**src/rtl/lock_pkg.sv**
```systemverilog
// Shared definitions for the lock guard sequencer: state encoding, keypad codes
// and the seconds-counter width.
package lock_pkg;

    localparam int SEC_W = 8;

    localparam logic [3:0] KEY_HASH = 4'b1010;
    localparam logic [3:0] KEY_STAR = 4'b1011;

    typedef enum logic [3:0] {
        S_IDLE    = 4'b0001,
        S_OPENED  = 4'b0010,
        S_LOCKOUT = 4'b0100,
        S_ALARM   = 4'b1000
    } state_t;

    // Failure totals stick at 15 rather than wrapping back to a harmless value.
    function automatic logic [3:0] sat_inc4(input logic [3:0] v);
        return (v == 4'hF) ? v : v + 4'd1;
    endfunction

endpackage

```
**src/rtl/sec_tick_gen.sv**
```systemverilog
// One-second prescaler: pulses tick on the last count of each TICK_DIV period
// and restarts from zero whenever restart is asserted or run is low.
module sec_tick_gen #(
    parameter int TICK_DIV = 1000
) (
    input  logic clk,
    input  logic reset_1,
    input  logic restart,
    input  logic run,
    output logic tick
);

    localparam int              CNT_W = $clog2(TICK_DIV);
    localparam logic [CNT_W-1:0] LAST  = CNT_W'(TICK_DIV - 1);

    logic [CNT_W-1:0] cnt_q;

    // NOTE: state registers use non-blocking assignments so every flop samples
    // the pre-edge value of its neighbours; blocking here would create order-
    // dependent simulation that does not match the synthesized hardware.
    always_ff @(posedge clk or negedge reset_1) begin
        if (!reset_1) begin
            cnt_q <= '0;
        end else if (restart || !run || cnt_q == LAST) begin
            cnt_q <= '0;
        end else begin
            cnt_q <= cnt_q + 1'b1;
        end
    end

    // tick depends only on the register, so the FSM may use it to decide restart.
    assign tick = run && (cnt_q == LAST);

endmodule

```
**src/rtl/lock_guard_ctrl.sv**
```systemverilog
// Security sequencer between keypad scanner and password decider: gates key
// presses, times the open window, enforces lockout and latches an alarm.
module lock_guard_ctrl
    import lock_pkg::*;
#(
    parameter int TICK_DIV    = 1000,
    parameter int OPEN_SEC    = 10,
    parameter int LOCKOUT_SEC = 30,
    parameter int MAX_TRIES   = 3,
    parameter int ALARM_TRIES = 6
) (
    input  logic             clk,
    input  logic             reset_1,
    input  logic             Valid_in,
    input  logic [3:0]       Code_in,
    input  logic [3:0]       count_Wrong,
    input  logic             OPEN,
    input  logic             clr_alarm,
    output logic             Valid_1,
    output logic [3:0]       Code_1,
    output logic             key_en,
    output logic             relock_req,
    output logic             LOCKOUT_LED,
    output logic             ALARM,
    output logic [SEC_W-1:0] secs_left,
    output logic [3:0]       tries_left
);

    if (TICK_DIV < 2 || OPEN_SEC < 1 || OPEN_SEC > 255 || LOCKOUT_SEC < 1 ||
        LOCKOUT_SEC > 255 || MAX_TRIES < 1 || MAX_TRIES > ALARM_TRIES ||
        ALARM_TRIES > 15) begin : g_param_err
        $error("lock_guard_ctrl: illegal parameter combination");
    end

    localparam logic [3:0]       MAX_TH   = 4'(MAX_TRIES);
    localparam logic [4:0]       ALARM_TH = 5'(ALARM_TRIES);
    localparam logic [SEC_W-1:0] SEC_ONE  = SEC_W'(1);

    state_t           state_q, state_d;
    logic [SEC_W-1:0] secs_q, secs_d;
    logic [3:0]       try_q, try_d, total_q, total_d;
    logic             relock_q, relock_d;
    logic [3:0]       cw_q;
    logic             cw_vld_q;
    logic             open_q, open_take;
    logic             v_q, press_ok_q;
    logic [3:0]       code_q;
    logic             tick, run, restart;
    logic             fail_evt, open_rise, alarm_hit, lock_hit;

    // Only a +1 step of the decider counter is a failure; a clear to 0 is not.
    assign fail_evt  = cw_vld_q && (count_Wrong == cw_q + 4'd1);
    assign open_rise = OPEN && !open_q;
    assign alarm_hit = ({1'b0, total_q} + 5'd1) >= ALARM_TH;
    assign lock_hit  = (try_q + 4'd1) == MAX_TH;

    assign run     = (state_q == S_OPENED) || (state_q == S_LOCKOUT);
    assign restart = (state_d != state_q);

    sec_tick_gen #(.TICK_DIV(TICK_DIV)) u_tick (
        .clk     (clk),
        .reset_1 (reset_1),
        .restart (restart),
        .run     (run),
        .tick    (tick)
    );

    // NOTE: every signal written here gets a default first, so no path leaves
    // it unassigned and no latch is inferred.
    always_comb begin
        state_d   = state_q;
        secs_d    = secs_q;
        try_d     = try_q;
        total_d   = total_q;
        relock_d  = 1'b0;
        open_take = 1'b1;
        case (state_q)
            S_IDLE: begin
                if (fail_evt) begin
                    total_d = sat_inc4(total_q);
                    if (alarm_hit) begin
                        state_d = S_ALARM;
                    end else if (lock_hit) begin
                        state_d = S_LOCKOUT;
                        try_d   = '0;
                        secs_d  = SEC_W'(LOCKOUT_SEC);
                    end else begin
                        try_d = try_q + 4'd1;
                    end
                    // Leave the OPEN edge pending so it is acted on next cycle.
                    if (open_rise) open_take = 1'b0;
                end else if (open_rise) begin
                    state_d = S_OPENED;
                    try_d   = '0;
                    total_d = '0;
                    secs_d  = SEC_W'(OPEN_SEC);
                end else if (clr_alarm) begin
                    try_d   = '0;
                    total_d = '0;
                end
            end
            S_OPENED: begin
                if (!OPEN) begin
                    state_d = S_IDLE;
                    secs_d  = '0;
                end else if (tick) begin
                    if (secs_q == SEC_ONE) begin
                        relock_d = 1'b1;
                        state_d  = S_IDLE;
                        secs_d   = '0;
                    end else begin
                        secs_d = secs_q - SEC_ONE;
                    end
                end
            end
            S_LOCKOUT: begin
                if (fail_evt) total_d = sat_inc4(total_q);
                if (fail_evt && alarm_hit) begin
                    state_d = S_ALARM;
                    secs_d  = '0;
                end else if (clr_alarm) begin
                    state_d = S_IDLE;
                    try_d   = '0;
                    total_d = '0;
                    secs_d  = '0;
                end else if (tick) begin
                    if (secs_q == SEC_ONE) begin
                        state_d = S_IDLE;
                        secs_d  = '0;
                    end else begin
                        secs_d = secs_q - SEC_ONE;
                    end
                end
            end
            S_ALARM: begin
                if (clr_alarm) begin
                    state_d = S_IDLE;
                    try_d   = '0;
                    total_d = '0;
                end
            end
            default: begin
                state_d = S_IDLE;
                secs_d  = '0;
            end
        endcase
    end

    always_ff @(posedge clk or negedge reset_1) begin
        if (!reset_1) begin
            state_q  <= S_IDLE;
            secs_q   <= '0;
            try_q    <= '0;
            total_q  <= '0;
            relock_q <= 1'b0;
            cw_q     <= '0;
            cw_vld_q <= 1'b0;
            open_q   <= 1'b0;
        end else begin
            state_q  <= state_d;
            secs_q   <= secs_d;
            try_q    <= try_d;
            total_q  <= total_d;
            relock_q <= relock_d;
            cw_q     <= count_Wrong;
            cw_vld_q <= 1'b1;
            if (open_take) open_q <= OPEN;
        end
    end

    // A press keeps the acceptance decided at its rising edge until released.
    always_ff @(posedge clk or negedge reset_1) begin
        if (!reset_1) begin
            v_q        <= 1'b0;
            press_ok_q <= 1'b0;
            code_q     <= '0;
        end else begin
            v_q    <= Valid_in;
            code_q <= Code_in;
            if (Valid_in && !v_q) press_ok_q <= key_en;
        end
    end

    assign key_en      = (state_q == S_IDLE) || (state_q == S_OPENED);
    assign Valid_1     = v_q && press_ok_q;
    assign Code_1      = code_q;
    assign relock_req  = relock_q;
    assign LOCKOUT_LED = (state_q == S_LOCKOUT);
    assign ALARM       = (state_q == S_ALARM);
    assign secs_left   = secs_q;
    assign tries_left  = MAX_TH - try_q;

endmodule
```
**config.mk**
```make
export PLATFORM = sky130hd
export DESIGN_NAME = lock_guard_ctrl
export DESIGN_NICKNAME = d
export VERILOG_FILES = /design/src/rtl/lock_pkg.sv /design/src/rtl/sec_tick_gen.sv /design/src/rtl/lock_guard_ctrl.sv
export SDC_FILE = /design/constraint.sdc
export NUM_CORES = 1
export LEC_CHECK = 0
export BUFFER_PORTS_ARGS = -buffer_cell sky130_fd_sc_hd__clkbuf_2
export CELL_PAD_IN_SITES_DETAIL_PLACEMENT = 1
export CELL_PAD_IN_SITES_GLOBAL_PLACEMENT = 2
export CORE_ASPECT_RATIO = 0.75
export CORE_MARGIN = 2
export CORE_UTILIZATION = 39
export DETAILED_ROUTE_END_ITERATION = 12
export PLACE_DENSITY = 0.84
export SLEW_MARGIN = 5
export SYNTH_ARGS = -nofsm -noshare
export SYNTH_HDL_FRONTEND = slang
export SYNTH_HIERARCHICAL = 1
export SYNTH_SLANG_ARGS = --single-unit
```
**constraint.sdc**
```tcl
create_clock -name clk -period 7.57 [get_ports clk]
set_clock_uncertainty 0.05 [all_clocks]
set_input_delay 1.1355 -clock clk [delete_from_list [all_inputs] [get_ports clk]]
set_output_delay 1.1355 -clock clk [all_outputs]
set_load 0.03 [all_outputs]
```
==> flow_metrics.tcl <==
set metrics [dict create \
    nets 318 \
    clock_sinks 43 \
    power.leakage_nw 1.24 \
    core_area_mm2 0.00629 \
    setup_viol 0 \
    track_usage_pct 18.9 \
    status "complete, no violations" \
    vias 2167 \
    overflow 0 \
    io_buffers 33 \
    synth_ff_type "dfrtp_1" \
    root_buffer "clkbuf_8" \
    drc 0 \
    max-vdd-ir-drop_v 0.000117 \
    grt_max_degree 44 \
    total_power_mw 0.685 \
    syn2layout_area_growth_pct 13.3 \
    rsz0062_at_grt "false" \
    cts_setup_buffers 0 \
    clkTransAtPathRegs_ns 0.09 \
    start_kind "flop" \
    cts-buffers-inserted 5 \
    start_util_pct 40.3 \
    drive_gt1_share_pct 19.1 \
    synth_seq_cells 43 \
    synthTopCellsByArea "dfrtp_1 42%, ha_1 4.0%, nor2_1 3.1%" \
    detail-route-antenna-nets 0 \
    drv_cap 0 \
    wl_per_cell_um 16.4 \
    hold_class "flop to flop" \
    post-route-period-util_pct 52.2 \
    ioPinCount 34 \
    rrSetupSlack_ns 3.62 \
    n_antenna_cell 0 \
    die_x_um 97.0 \
    wl_mm 6.22 \
    hpwl_mm 4.74 \
    drv_slew 0 \
    antenna_found_initial 0 \
    core.rowCount 25 \
    place.gp.congestion 0.789 \
    grt_first_pass_wirelength_mm 10.8 \
    critPathMaxFanout 14 \
    syn_area_per_cell_um2 9.52 \
    synth_fp_nets 287 \
    die_area_mm2 0.00716 \
    max_freq_ghz 0.253 \
    ys_seq_area_share_pct 42.6 \
    dr.first_iter.drc_count 124 \
    drt-pass1-iter-count 4 \
    synth_edf_count 0 \
    synth_top_area_share_pct 41.5 \
    grt_pass1_vias 2120 \
    crit_arrival_ns 4.14 \
    dieHeight_um 73.8 \
    h-tree-depth 2 \
    final_cell_mix "42 x dfrtp_1, 33 x clkbuf_2, 21 x nor2_1" \
    synth_area_leader_cell "dfrtp_1" \
    clockBufferDepth 2 \
    yosysWarnings 6 \
    max-slew-margin-rel_pct 36.7 \
    cts_tree "built" \
    worst-endpoint-required_ns 7.76 \
    ys_types 63 \
    async_flop_share_pct 100 \
    clk_latency_ns 0.30 \
    worst_pin_slew_ns 0.950 \
    holdBufCountCts 0 \
    cts.repair.resized 0 \
    final_hold_viol_count 0 \
    setup_tns_ns 0 \
    worst_setup_path_end_kind "flop" \
    synthCells 266 \
    syn-cell-area_mm2 0.00253 \
    via_per_inst 5.72 \
    fin_crit_ns 3.95 \
    setup.worst_path.class "flop to flop" \
    nFillCells 757 \
    p_per_area_mw_per_mm2 239 \
    final_common_cell "dfrtp_1" \
]
==> logic make-up after synthesis <==
logic type | Yosys count | synth area share, %
other | 1 | 0.148
adder cells (fa/ha/maj) | 8 | 3.95
AO/OA/AOI/OAI | 70 | 19.6
flip-flops | 43 | 42.6
multiplexers | 2 | 0.840
buffers and inverters | 26 | 4.40
AND/OR/NAND/NOR | 98 | 22.3
XOR/XNOR | 18 | 6.23
==> area by class of cell <==
cell class | instances | area (um^2) | share of cell area, %
tap | 81 | 101 | 3.53
clock buffer | 5 | 68.8 | 2.40
sequential | 43 | 1080 | 37.5
multi-input combinational | 197 | 1340 | 46.8
clock inverter | 3 | 46.3 | 1.61
timing repair buffer | 34 | 173 | 6.02
inverter | 16 | 60.1 | 2.09
==> worst max-delay path: stages, from the launching register on <==
cell      delay, ns
dfrtp_1        0.46
ha_1           0.29
nand4b_1       0.14
nor2_1         0.10
and4_1         0.28
nor2b_1        0.22
and4b_1        0.30
a311oi_2       0.79
o22ai_1        0.20
or3_1          0.40
nand2b_1       0.25
a31o_2         0.30
nor2_1         0.11
==> Yosys cell counts, drive strengths merged (3+ instances only) <==
library cell  instances
dfrtp                42
nor2                 21
nand2                18
inv                  16
nand3                13
a31oi                12
o21ai                12
a21oi                 9
xnor2                 9
xor2                  9
ha                    8
o22ai                 6
and2                  5
buf                   5
clkbuf                5
nor3                  5
a211oi                4
and3                  4
nand2b                4
nand4                 4
nor2b                 4
or3                   4
a21o                  3
o31ai                 3
==> power by group <==
part	internal, mW	switching, mW	leakage [nW]
Combinational	0.0844	0.133	0.623
Sequential	0.251	0.0313	0.564
Clock	0.0994	0.0860	0.0548
Total	0.435	0.250	1.24
==> final timing paths <==
check / startpoint / endpoint / cells past startpoint
min in group asynchronous: reset_1 / Code_1[0]$_DFF_PN0_ / 2
worst min-delay path: open_q$_DFFE_PN0P_ / open_q$_DFFE_PN0P_ / 1
worst max-delay path: u_tick/cnt_q[0]$_DFF_PN0_ / u_tick/cnt_q[3]$_DFF_PN0_ / 12
max in group asynchronous: reset_1 / total_q[3]$_DFFE_PN0N_ / 2
worst min register to register: open_q$_DFFE_PN0P_ / open_q$_DFFE_PN0P_ / 1
worst max register to register: u_tick/cnt_q[0]$_DFF_PN0_ / u_tick/cnt_q[3]$_DFF_PN0_ / 12
==> per-layer routing <==
metal  track usage, %  part of all wire [%]  vias to the layer above
li1                 -                     -                     1029
met1             28.6                    53                     1086
met2             27.7                    42                       52
met3             4.76                   5.1                        0
met4             2.82                     0                        0
met5                0                     0                        -
==> through the flow <==
step	hold slack, ns	std cells	worst slack, ns	area [um^2]	utilization (%)
floorplan	0.423	266	4.32	2530	-
global placement	0.437	371	3.60	2750	43.8
detailed placement	0.446	371	3.49	2750	43.8
CTS	0.468	379	3.64	2870	45.6
global route	0.485	379	3.33	2870	45.6
finish	0.465	379	3.62	2870	45.6
==> state kept, by name, indices dropped and copies added, names as in the netlist, 4 cells and up <==
| name | count |
|---|---|
| cw_q | 4 |
| u_tick/cnt_q | 10 |
| try_q | 4 |
| total_q | 4 |
| Code_1 | 4 |
| secs_left | 8 |
| state_q | 4 |
No activity file was read; power rests on OpenSTA's default activity.
